### src/rtl/clk_div_pkg.sv
// Shared types and frequency constants for the multi-channel clock divider.
package clk_div_pkg;

    localparam int unsigned CLK_HZ   = 100_000_000;
    localparam int unsigned TC_1HZ   = 49_999_999;
    localparam int unsigned TC_1KHZ  = 49_999;
    localparam int unsigned TC_190HZ = 262_143;

    typedef enum logic [1:0] {
        ST_IDLE = 2'd0,
        ST_RUN  = 2'd1,
        ST_DONE = 2'd2
    } ch_state_e;

endpackage

### src/rtl/clk_div_ch.sv
// One divider channel: FSM, counter, terminal count and shadow terminal count.
module clk_div_ch
    import clk_div_pkg::*;
#(
    parameter int unsigned CNT_W      = 27,
    parameter int unsigned DEFAULT_TC = TC_1HZ
) (
    input  logic             clk_100MHz,
    input  logic             reset,
    input  logic             en,
    input  logic             oneshot,
    input  logic             load,
    input  logic [CNT_W-1:0] load_tc,
    output logic             clk_out,
    output logic             tick,
    output logic             done,
    output logic             busy
);

    ch_state_e        state_q, state_n;
    logic [CNT_W-1:0] cnt_q, cnt_n;
    logic [CNT_W-1:0] tc_q, tc_n;
    logic [CNT_W-1:0] shadow_q, shadow_n;
    logic             pend_q, pend_n;
    logic             mode_q, mode_n;
    logic             clk_out_n, tick_n, done_n, busy_n;
    logic             hit;

    assign hit = (cnt_q == tc_q);

    // State and datapath registers; every output comes straight from a flop.
    always_ff @(posedge clk_100MHz or posedge reset) begin
        if (reset) begin
            state_q  <= ST_IDLE;
            cnt_q    <= '0;
            tc_q     <= CNT_W'(DEFAULT_TC);
            shadow_q <= '0;
            pend_q   <= 1'b0;
            mode_q   <= 1'b0;
            clk_out  <= 1'b0;
            tick     <= 1'b0;
            done     <= 1'b0;
            busy     <= 1'b0;
        end else begin
            state_q  <= state_n;
            cnt_q    <= cnt_n;
            tc_q     <= tc_n;
            shadow_q <= shadow_n;
            pend_q   <= pend_n;
            mode_q   <= mode_n;
            clk_out  <= clk_out_n;
            tick     <= tick_n;
            done     <= done_n;
            busy     <= busy_n;
        end
    end

    // Next-state logic; tc only changes outside RUN or exactly at a toggle.
    always_comb begin
        state_n   = state_q;
        cnt_n     = '0;
        tc_n      = tc_q;
        shadow_n  = shadow_q;
        pend_n    = pend_q;
        mode_n    = mode_q;
        clk_out_n = 1'b0;
        tick_n    = 1'b0;
        done_n    = 1'b0;

        unique case (state_q)
            ST_RUN: begin
                if (!en) begin
                    state_n = ST_IDLE;
                end else if (hit) begin
                    if (pend_q) begin
                        tc_n   = shadow_q;
                        pend_n = 1'b0;
                    end
                    clk_out_n = ~clk_out;
                    tick_n    = ~clk_out;
                    if (clk_out && mode_q) begin
                        state_n = ST_DONE;
                        done_n  = 1'b1;
                    end
                end else begin
                    cnt_n     = cnt_q + CNT_W'(1);
                    clk_out_n = clk_out;
                end
                // A load while running waits in the shadow for the next toggle.
                if (load) begin
                    shadow_n = load_tc;
                    pend_n   = 1'b1;
                end
            end
            ST_IDLE, ST_DONE: begin
                // Outside RUN a load is immediate; a leftover shadow is committed.
                if (load) begin
                    tc_n   = load_tc;
                    pend_n = 1'b0;
                end else if (pend_q) begin
                    tc_n   = shadow_q;
                    pend_n = 1'b0;
                end
                if (state_q == ST_IDLE) begin
                    if (en) begin
                        state_n = ST_RUN;
                        mode_n  = oneshot;
                    end
                end else if (!en) begin
                    state_n = ST_IDLE;
                end
            end
            default: state_n = ST_IDLE;
        endcase

        busy_n = (state_n == ST_RUN);
    end

endmodule

### src/rtl/clk_div_multi.sv
// N_CH independent runtime-programmable clock dividers sharing one load port.
module clk_div_multi
    import clk_div_pkg::*;
#(
    parameter  int unsigned N_CH       = 4,
    parameter  int unsigned CNT_W      = 27,
    parameter  int unsigned DEFAULT_TC = TC_1HZ,
    localparam int unsigned CH_W       = (N_CH > 1) ? $clog2(N_CH) : 1
) (
    input  logic             clk_100MHz,
    input  logic             reset,
    input  logic [N_CH-1:0]  en,
    input  logic [N_CH-1:0]  oneshot,
    input  logic             load,
    input  logic [CH_W-1:0]  load_ch,
    input  logic [CNT_W-1:0] load_tc,
    output logic [N_CH-1:0]  clk_out,
    output logic [N_CH-1:0]  tick,
    output logic [N_CH-1:0]  done,
    output logic [N_CH-1:0]  busy
);

    logic [N_CH-1:0] load_sel;

    // Route the load strobe to one channel; out-of-range selects match nothing.
    always_comb begin
        load_sel = '0;
        for (int unsigned i = 0; i < N_CH; i++) begin
            load_sel[i] = load && (32'(load_ch) == i);
        end
    end

    for (genvar g = 0; g < N_CH; g++) begin : g_ch
        clk_div_ch #(
            .CNT_W      (CNT_W),
            .DEFAULT_TC (DEFAULT_TC)
        ) u_ch (
            .clk_100MHz (clk_100MHz),
            .reset      (reset),
            .en         (en[g]),
            .oneshot    (oneshot[g]),
            .load       (load_sel[g]),
            .load_tc    (load_tc),
            .clk_out    (clk_out[g]),
            .tick       (tick[g]),
            .done       (done[g]),
            .busy       (busy[g])
        );
    end

endmodule

### config.mk
export PLATFORM = sky130hd
export DESIGN_NAME = clk_div_multi
export DESIGN_NICKNAME = d
export VERILOG_FILES = /design/src/rtl/clk_div_pkg.sv /design/src/rtl/clk_div_ch.sv /design/src/rtl/clk_div_multi.sv
export SDC_FILE = /design/constraint.sdc
export NUM_CORES = 1
export LEC_CHECK = 0
export ABC_AREA = 1
export BUFFER_PORTS_ARGS = -buffer_cell sky130_fd_sc_hd__buf_2
export CAP_MARGIN = 5
export CORE_MARGIN = 5
export CORE_UTILIZATION = 57
export DETAILED_ROUTE_END_ITERATION = 16
export PLACE_DENSITY = 0.74
export SLEW_MARGIN = 20
export SYNTH_ARGS = -nofsm -noshare
export SYNTH_HDL_FRONTEND = slang
export SYNTH_SLANG_ARGS = --single-unit
### constraint.sdc
create_clock -name clk_100MHz -period 12.1 [get_ports clk_100MHz]
set_input_delay 2.42 -clock clk_100MHz [delete_from_list [all_inputs] [get_ports clk_100MHz]]
set_output_delay 2.42 -clock clk_100MHz [all_outputs]
set_load 0.005 [all_outputs]
==> summary by stage, run 1 <==
Setup path
Grouping stages by cell kind, the critical path spends the most delay in buffers and inverters. Walking the worst path, the cells encountered are buf_2, clkinvlp_4, buf_4, buf_4, buf_4. The count of buffer and inverter cells on the critical path is 5. The critical path is of the input pin to asynchronous set/reset pin type. The worst endpoint data arrival time is 4950 ps. The critical path capture point type is an asynchronous set/reset pin.

At the worst endpoint, the required time is 12,620 ps. The delay of the slowest cell on the worst path is 850 ps. The cell that appears most often on the critical path is sky130_fd_sc_hd__buf_4.

The maximum fanout along the worst path is 74. The largest individual stage delay along the critical path comes from the cell sky130_fd_sc_hd__buf_4. The worst setup path is launched from an input pin.

Detailed routing
The pre-antenna-repair detailed-routing pass consisted of 7 iterations. The detailed-route via count is 17,300. Dividing the detail-routed via count by the number of cells gives 5.53. The post-route antenna net violation count is 0. The aggregate routed wire length is 54,000 µm. For this run, design rule violations remaining after detail routing come to 0.

The starting DRC count in detailed routing is 1,500. Dividing the detail-routed wire length by the instance count gives 17.3 µm.

Floorplan
The effective utilization at floorplan is 0.575. Pin placement for this block handled 56 I/O pins. The die outline height is 196 µm. In this run the horizontal extent of the chip is 196 µm.

The area of the die is 0.0385 mm². The area of the core is 0.0344 mm². The floorplan has 68 rows.

STA
The measured slew at the worst slew-check pin is 1110 ps. The final cycle utilization of the critical path is 0.365. Setup total negative slack on the finished layout was measured at 0 ps. The total setup violations reported at the end of the flow is 0. The smallest clock period supported by the final layout is computed as 4420 ps. Derived from the worst setup path, the maximum achievable clock frequency is 226 MHz. In the post-route analysis, the smallest setup slack over all paths is 7680 ps. Setup repair after global routing left no endpoint under its margin. The hold violation count in the final report is 0. The maximum clock skew at final layout is 13.4 ps. The remaining max-slew budget at the tightest pin is 0.255. The count of final max-slew check failures is 0.

Flow run
Across the run, the number of max-cap violations was 0.

Place
The congestion estimate from routability-driven global placement came to 0.936. The total of buffers placed on input and output ports is 55. The HPWL after detailed placement is 36,300 µm. At the placement stage, the worst setup path has a slack of 7030 ps.

The instance area after placement is 0.0201 mm². The number of cells in the design after placement is 3,056.

Clocking
Clock latency on the worst-skew pair, taken at its later pin, is 540 ps. Counting every sink on the clock net gives 356. The buffers inserted during post-CTS setup optimization is 0. The hold-fix buffer count after cts is 0. The CTS tree is built. The number of CTS-inserted buffers is 40. In this run the clock root is driven by a sky130_fd_sc_hd__clkbuf_16. The count of instances resized after the clock tree is built is 0. The number of buffers between clock root and the deepest sink is 3. The depth of the CTS H-tree is 2. The clock input transition at the sequential cells of the worst setup and hold paths is 60 ps.

GRT
The number of antenna violations at the first check in global routing is 1. Entering global routing, the biggest net connects 159 pins. The first global-routing pass estimated 87,200 µm of wire. The via count of the first global-routing pass is 16,900. The total track usage is 0.280. After global routing the overflow that remains totals 0.

Final layout
The layout cell share with drive strength beyond 1 is 0.105. The final layout contains 2,687 nets. Counting the fill cells in the layout gives 3,124. The footprint of the multi-input gates is 0.00886 mm². The final cell count without fillers is 3,128. The antenna cell count is 0.

The area added between synthesis and finish is 8.43%. Summing all flip-flop and latch instances after layout gives 0.00900 mm². After routing the design area is 0.0214 mm².

Synth
The post-synthesis sequential element count is 356. The synthesized area per cell is 7.45 µm². The async set or reset register ratio after synthesis is 1.00.

The number of flops mapped to enable cells by yosys is 0. The flip-flop cell with the highest count after synthesis is sky130_fd_sc_hd__dfrtp_1. Counting every net in the synthesized netlist gives 2,695. Yosys mapped the design onto 39 distinct sky130hd cell types.

The cell area that synthesis handed to floorplanning was 0.0198 mm². Yosys printed 0 warnings. The post-synthesis instance total is 2,651. For this run, the register share of the synthesized area comes to 0.456.

Power and ir drop
The final total power is 3.30 mW. The static leakage is 10.6 nW. The worst supply voltage drop on vdd is 0.113 mV. In this run the power density over the cells is 154 mW/mm².

Worst hold path
In this run the worst hold path is classified as register to register.

Outcome
The run finished with clean final reports.
==> power breakdown <==
group | leakage [nW] | switching [mW] | internal (mW) | total (mW)
sequential | 4.50 | 0.128 | 1.38 | 1.50
clock | 0.668 | 0.486 | 0.775 | 1.26
combinational | 5.41 | 0.323 | 0.212 | 0.535
total | 10.6 | 0.937 | 2.36 | 3.30
==> cell families (layout without fill, tap and decap cells) <==
family / count (synthesis) / count (layout) / synth area share
AO/OA/AOI/OAI: 292 / 292 / 0.0793
XOR/XNOR: 127 / 127 / 0.0563
adder cells (fa/ha/maj): 4 / 4 / 0.00253
buffers and inverters: 437 / 459 / 0.0955
flip-flops: 356 / 356 / 0.456
AND/OR/NAND/NOR: 1435 / 1435 / 0.311
==> flip-flops by register name (all words and copies together), names as in the netlist <==
| register | cells |
|---|---|
| g_ch.u_ch.mode_q | 4 |
| g_ch.u_ch.state_q | 8 |
| g_ch.u_ch.clk_out | 4 |
| g_ch.u_ch.tick | 4 |
| g_ch.u_ch.done | 4 |
| g_ch.u_ch.pend_q | 4 |
| g_ch.u_ch.cnt_q | 108 |
| g_ch.u_ch.busy | 4 |
| g_ch.u_ch.tc_q | 108 |
| g_ch.u_ch.shadow_q | 108 |
==> Yosys cell counts, types with 2 or more instances <==
master	n	area [µm²]
sky130_fd_sc_hd__inv_1	297	1110
sky130_fd_sc_hd__a31oi_1	2	12.5
sky130_fd_sc_hd__nor2_4	3	33.8
sky130_fd_sc_hd__buf_1	6	22.5
sky130_fd_sc_hd__dfstp_2	72	1890
sky130_fd_sc_hd__buf_2	20	100
sky130_fd_sc_hd__o211ai_1	40	300
sky130_fd_sc_hd__clkinv_1	3	11.3
sky130_fd_sc_hd__a21oi_1	23	115
sky130_fd_sc_hd__o21ai_0	180	901
sky130_fd_sc_hd__xnor2_1	85	744
sky130_fd_sc_hd__nand3_1	227	1140
sky130_fd_sc_hd__nand2_2	9	56.3
sky130_fd_sc_hd__xor2_1	42	368
sky130_fd_sc_hd__dfrtp_1	284	7110
sky130_fd_sc_hd__nand2_4	2	22.5
sky130_fd_sc_hd__inv_2	10	37.5
sky130_fd_sc_hd__buf_4	27	203
sky130_fd_sc_hd__nor4_1	2	12.5
sky130_fd_sc_hd__buf_6	16	180
sky130_fd_sc_hd__nand4_1	29	181
sky130_fd_sc_hd__nor3_2	5	50.1
sky130_fd_sc_hd__nand3_2	22	220
sky130_fd_sc_hd__nor3_1	51	255
sky130_fd_sc_hd__nor2_2	14	87.6
sky130_fd_sc_hd__nor2_1	222	833
sky130_fd_sc_hd__ha_1	4	50.1
sky130_fd_sc_hd__or2_2	2	12.5
sky130_fd_sc_hd__clkbuf_1	58	218
sky130_fd_sc_hd__nand2_1	840	3150
sky130_fd_sc_hd__o21ai_1	46	230
==> metal layers <==
| metal | up-vias | global-route usage | wire [µm] |
|---|---|---|---|
| met3 | 121 | 0.0658 | 4730 |
| met2 | 627 | 0.444 | 24700 |
| met1 | 8228 | 0.386 | 23000 |
| met5 | - | 0 | 10 |
| met4 | 2 | 0.0846 | 1620 |
| li1 | 8310 | - | - |
==> through the flow <==
step	hold WS, ps	util
finish	486	0.623
global route	504	0.623
CTS	487	0.623
detailed placement	473	0.583
global placement	469	0.583
floorplan	453	-
==> layout by cell type, fill, tap and decap left out, drive strengths merged <==
| cell type | count |
|---|---|
| inv | 306 |
| or2 | 2 |
| a21oi | 23 |
| nand3b | 2 |
| dfstp | 72 |
| buf | 77 |
| o21ai | 226 |
| nor4 | 3 |
| nand4 | 30 |
| nand3 | 250 |
| nor3 | 56 |
| dfrtp | 284 |
| ha | 4 |
| xor2 | 42 |
| nand2 | 851 |
| o21bai | 1 |
| o211ai | 40 |
| clkinv | 6 |
| nor2 | 239 |
| bufinv | 4 |
| clkbuf | 65 |
| xnor2 | 85 |
| a31oi | 2 |
| clkinvlp | 1 |
| nor3b | 2 |
==> layout make-up <==
cell class / count / share of cell area
Sequential cell: 356 / 0.420
Clock buffer: 65 / 0.0573
Inverter: 310 / 0.0545
Timing Repair Buffer: 77 / 0.0212
Tap cell: 455 / 0.0266
Multi-Input combinational cell: 1858 / 0.414
Clock inverter: 7 / 0.00631
==> worst min-delay path, delay by kind of cell, from the launching register on <==
| family | cells | cell delay [ps] |
|---|---|---|
| flip-flops | 1 | 340 |
| AO/OA/AOI/OAI | 1 | 60 |
| AND/OR/NAND/NOR | 1 | 50 |
==> final timing paths <==
kind / startpoint / to / slack (ps) / cells after the start
hold reg to reg: g_ch[3].u_ch.shadow_q[13] / g_ch[3].u_ch.shadow_q[13] / 490 / 2
max in group clk_100MHz: load_ch[1] / g_ch[3].u_ch.tc_q[26] / 8190 / 9
min in group asynchronous: reset / g_ch[0].u_ch.cnt_q[19] / 2100 / 3
setup reg to reg: g_ch[3].u_ch.cnt_q[7] / g_ch[3].u_ch.tc_q[3] / 9440 / 11
setup / recovery: reset / g_ch[1].u_ch.cnt_q[0] / 7680 / 5
hold / removal: g_ch[3].u_ch.shadow_q[13] / g_ch[3].u_ch.shadow_q[13] / 490 / 2
No activity file was read; power rests on OpenSTA's default activity.
==> run 2: changes to the inputs <==
--- a/config.mk
+++ b/config.mk
@@ -5,7 +5,7 @@
 export SDC_FILE = /design/constraint.sdc
 export NUM_CORES = 1
 export LEC_CHECK = 0
-export ABC_AREA = 1
+export ABC_AREA = 0
 export BUFFER_PORTS_ARGS = -buffer_cell sky130_fd_sc_hd__buf_2
 export CAP_MARGIN = 5
 export CORE_MARGIN = 5
==> constraint.sdc (replaced) <==
create_clock -name clk_100MHz -period 3.7 [get_ports clk_100MHz]
set_input_delay 0.74 -clock clk_100MHz [delete_from_list [all_inputs] [get_ports clk_100MHz]]
set_output_delay 0.74 -clock clk_100MHz [all_outputs]
set_load 0.005 [all_outputs]
==> summary by stage, run 2 <==
Outcome
The run finished with clean final reports.

Clocking
The clock latency on the worst-skew pair is 530 ps (about the same). TritonCTS built the clock tree. The hold-fix buffer count after cts is 0 (unchanged). The depth of the CTS H-tree is 2 (unchanged). The number of buffers between clock root and the deepest sink came to 3 (unchanged). The clock tree root driver cell is sky130_fd_sc_hd__clkbuf_16. The buffers inserted during post-CTS setup optimization came to 0 (unchanged). The number of CTS-inserted buffers is 39 (-2.5%). The clock input transition at the sequential cells of the worst setup and hold paths was 60 ps (about the same). The number of clock sinks came to 356 (unchanged).

The count of instances resized after the clock tree is built is 0 (unchanged).

Detailed routing
The via count normalized by instance count was 5.89 (+6.5%). The post-route antenna net violation count came to 0 (unchanged). The first-pass iteration count of the detailed router was 5 (-2). The residual DRC count is 0 (unchanged). The starting DRC count in detailed routing came to 860 (-43%). The aggregate routed wire length is 39,400 µm (-27%). The routed wirelength normalized by instance count is 19.3 µm (+12%). The detailed-route via count is 12,000 (-30%).

STA
The remaining max-slew budget at the tightest pin is 0.382 (+0.127). The measured slew at the worst slew-check pin was 927 ps (-182 ps). After layout, the minimum clock period comes to 2490 ps. The tightest hold margin is 259 ps (-227 ps). The maximum clock skew at final layout is 13.1 ps (-0.387 ps).

The total setup violations reported at the end of the flow is 0 (unchanged). The highest clock frequency the design can meet is 402 MHz. The total negative slack is 0 ps (unchanged). Setup repair after global routing left no endpoint under its margin. The count of final max-slew check failures is 0 (unchanged). Of the available clock period, the critical path in the final layout requires 0.672. The hold violation count in the final report is 0 (unchanged).

Synth
The complex-gate fraction of the synthesized area was 0.113 (+0.0342). The synthesized area per cell is 11.2 µm² (+50%). The cell accounting for the most synthesized area is sky130_fd_sc_hd__dfrtp_1. The netlist area before placement is 0.0178 mm² (-9.7%). The async set or reset register ratio after synthesis is 1.00 (unchanged). The distinct cell type count of the synthesized netlist came to 53 (+36%). The post-synthesis share of cell area spent on full adders, half adders and majority gates is 0.00281 (+0.000271). The synthesis warning total was 0 (unchanged). The post-synthesis share of cell area spent on xor and xnor gates is 0.102 (+0.0458). The leading cell type by number of instances after synthesis is sky130_fd_sc_hd__dfrtp_1. After synthesis, the cell types taking the most area are sky130_fd_sc_hd__dfrtp_1 (40%), sky130_fd_sc_hd__dfstp_2 (11%), sky130_fd_sc_hd__xor2_1 (6.4%). The net count of the mapped netlist is 1,638 (-39%). The post-synthesis instance total is 1,594 (-40%). The flip-flop cell with the highest count after synthesis is sky130_fd_sc_hd__dfrtp_1.

The share of synthesized area occupied by flip-flops and latches came to 0.504 (+0.0488). After synthesis, the most frequently instantiated cells are sky130_fd_sc_hd__dfrtp_1 (284), sky130_fd_sc_hd__nor2_1 (134), sky130_fd_sc_hd__xor2_1 (130), sky130_fd_sc_hd__o21ai_0 (113), sky130_fd_sc_hd__nand3b_1 (109). The number of flops mapped to enable cells by yosys is 0 (unchanged). The fraction of the mapped netlist area in simple logic gates is 0.161 (-0.149). By area, the combinational part of the netlist is dominated by simple AND/OR/NAND/NOR gates.

The share of Yosys cell area claimed by the top area cell type is 0.398 (+0.0385). The multiplexer share of the synthesized area is 0.0707 (+0.0707). The post-synthesis sequential element count came to 356 (unchanged).

Place
The instance area after placement is 0.0184 mm² (-8.3%). The number of cells in the design after placement is 1,973 (-35%). The placed wire-length estimate is 26,100 µm (-28%).

The global placer's final weighted congestion is 0.820 (-12%). The total of buffers placed on input and output ports is 55 (unchanged).

Setup path
The worst endpoint data arrival time is 2930 ps (-2020 ps). The kind of start point of the critical path is a register. The maximum fanout along the worst path is 27 (-64%). The critical path is of the register to register type. The required time of the worst setup path is 4150 ps (-8470 ps).

The worst setup path is captured at a register. The launching element of the worst setup path is g_ch[3].u_ch.cnt_q[16]. The startpoint identified for the worst register-to-register timing path is g_ch[3].u_ch.cnt_q[16].

Power and ir drop
The net switching power of the design is 2.71 mW (+190%). The sequential cell fraction of total power is 0.485 (+0.029). The internal power component came to 7.87 mW (+230%). The worst supply voltage drop on vdd is 0.387 mV (+240%). The total power per unit cell area is 538 mW/mm² (+250%). The proportion of power drawn by the clock network is 0.368 (-0.014). The combinational fraction of design power is 0.147 (-0.015). The switching power share of the total was 0.256 (-0.0274). The static leakage is 8.12 nW (-23%).

Floorplan
The effective utilization at floorplan is 0.580 (+0.00557). The area of the core is 0.0307 mm² (-11%). The die outline height is 187 µm (-4.7%). The die span in x was 187 µm (-4.7%).

The area of the die is 0.0349 mm² (-9.2%). The number of I/O pins is 56 (unchanged). The floorplan row count is 64 (-5.9%).

Final layout
The library cell used most frequently in the layout, excluding fill and tap cells, is sky130_fd_sc_hd__dfrtp_1. The area added between synthesis and finish is 10.3%. The fraction of the core area covered by cells at the end of the flow is 0.640 (+0.0169).

The antenna cell count is 0 (unchanged). The layout cell share with drive strength beyond 1 was 0.232 (+0.127). The net count of the finished layout was 1,662 (-38%). The post-route cell area came to 0.0197 mm² (-8.1%). The final cell count without fillers was 2,044 (-35%). The largest registers in the layout are g_ch.u_ch.cnt_q x108, g_ch.u_ch.shadow_q x108, g_ch.u_ch.tc_q x108. The top cell types in the final layout, fill and taps aside, are sky130_fd_sc_hd__dfrtp_1 (284), sky130_fd_sc_hd__nor2_1 (134), sky130_fd_sc_hd__xor2_1 (130).

The fill cell total of the finished layout is 2,448 (-22%).

GRT
The largest net degree at the start of global routing is 121 (-24%). The via count of the first global-routing pass was 12,100 (-28%). The total track usage came to 0.226 (-0.0544).

The number of antenna violations at the first check in global routing is 0 (-1). The global-route wire length before repair was 65,000 µm (-25%). The total congestion overflow after global routing came to 0 (unchanged).

Worst hold path
The class of the tightest hold or removal check is input pin to asynchronous set/reset pin.

Flow run
The reported max-cap violation count is 0 (unchanged).
[run 2: kinds of logic after synthesis]
family          after synthesis
compound gates              253
xor+xnor                    208
fa+ha+maj                     4
buf+inv                     180
flops                       356
mux                         112
simple gates                481
[run 2: through the flow]
stage	total power, mW	setup slack, ps
after CTS	10.7	1220
after detailed placement	6.75	756
after floorplan	6.32	-1750
after global routing	11.1	992
after global placement	6.67	834
final	10.6	1210
[run 2: worst paths after layout]
check                                             to  slack (ps)  depth (start not counted)
setup / recovery               g_ch[3].u_ch.tc_q[22]        1210                          6
hold / removal              g_ch[0].u_ch.shadow_q[1]         260                          2
setup reg to reg               g_ch[3].u_ch.tc_q[22]        1210                          6
hold reg to reg            g_ch[0].u_ch.shadow_q[11]         480                          1
max in group asynchronous  g_ch[2].u_ch.shadow_q[17]        2440                          3
min in group clk_100MHz          g_ch[1].u_ch.mode_q         450                          2
[run 2: routing by layer]
layer / GRT usage / vias to the layer above / routed length, µm
li1: - / 5606 / -
met1: 0.325 / 6119 / 17800
met2: 0.364 / 247 / 18900
met3: 0.0328 / 58 / 1940
met4: 0.0557 / 0 / 792
met5: 0 / - / 0
[run 2: power groups by stage]
stage                     Clock (mW)  Combinational [mW]  Sequential (mW)
after floorplan                    0                1.28             5.04
after global placement             0                1.50             5.18
after detailed placement           0                1.55             5.20
after CTS                       3.97                1.57             5.14
after global routing            4.14                1.71             5.21
final                           3.89                1.56             5.13
[run 2: final cells by class]
type / instances / area, µm² / share of cell area
repair buffers: 80 / 513 / 0.0261
multi-input cells: 1058 / 8060 / 0.410
well taps: 396 / 495 / 0.0252
clock inverters: 8 / 67.6 / 0.00343
clock buffers: 63 / 1230 / 0.0624
flip-flops and latches: 356 / 9000 / 0.457
inverters: 83 / 315 / 0.0160
[run 2: worst max-delay path: stages, from the launching register on]
cell                        delay, ps
sky130_fd_sc_hd__dfrtp_1          460
sky130_fd_sc_hd__xor2_1           180
sky130_fd_sc_hd__nor4_1           300
sky130_fd_sc_hd__nand3_1          400
sky130_fd_sc_hd__o41ai_4          410
sky130_fd_sc_hd__buf_4            440
sky130_fd_sc_hd__a2bb2oi_1        210
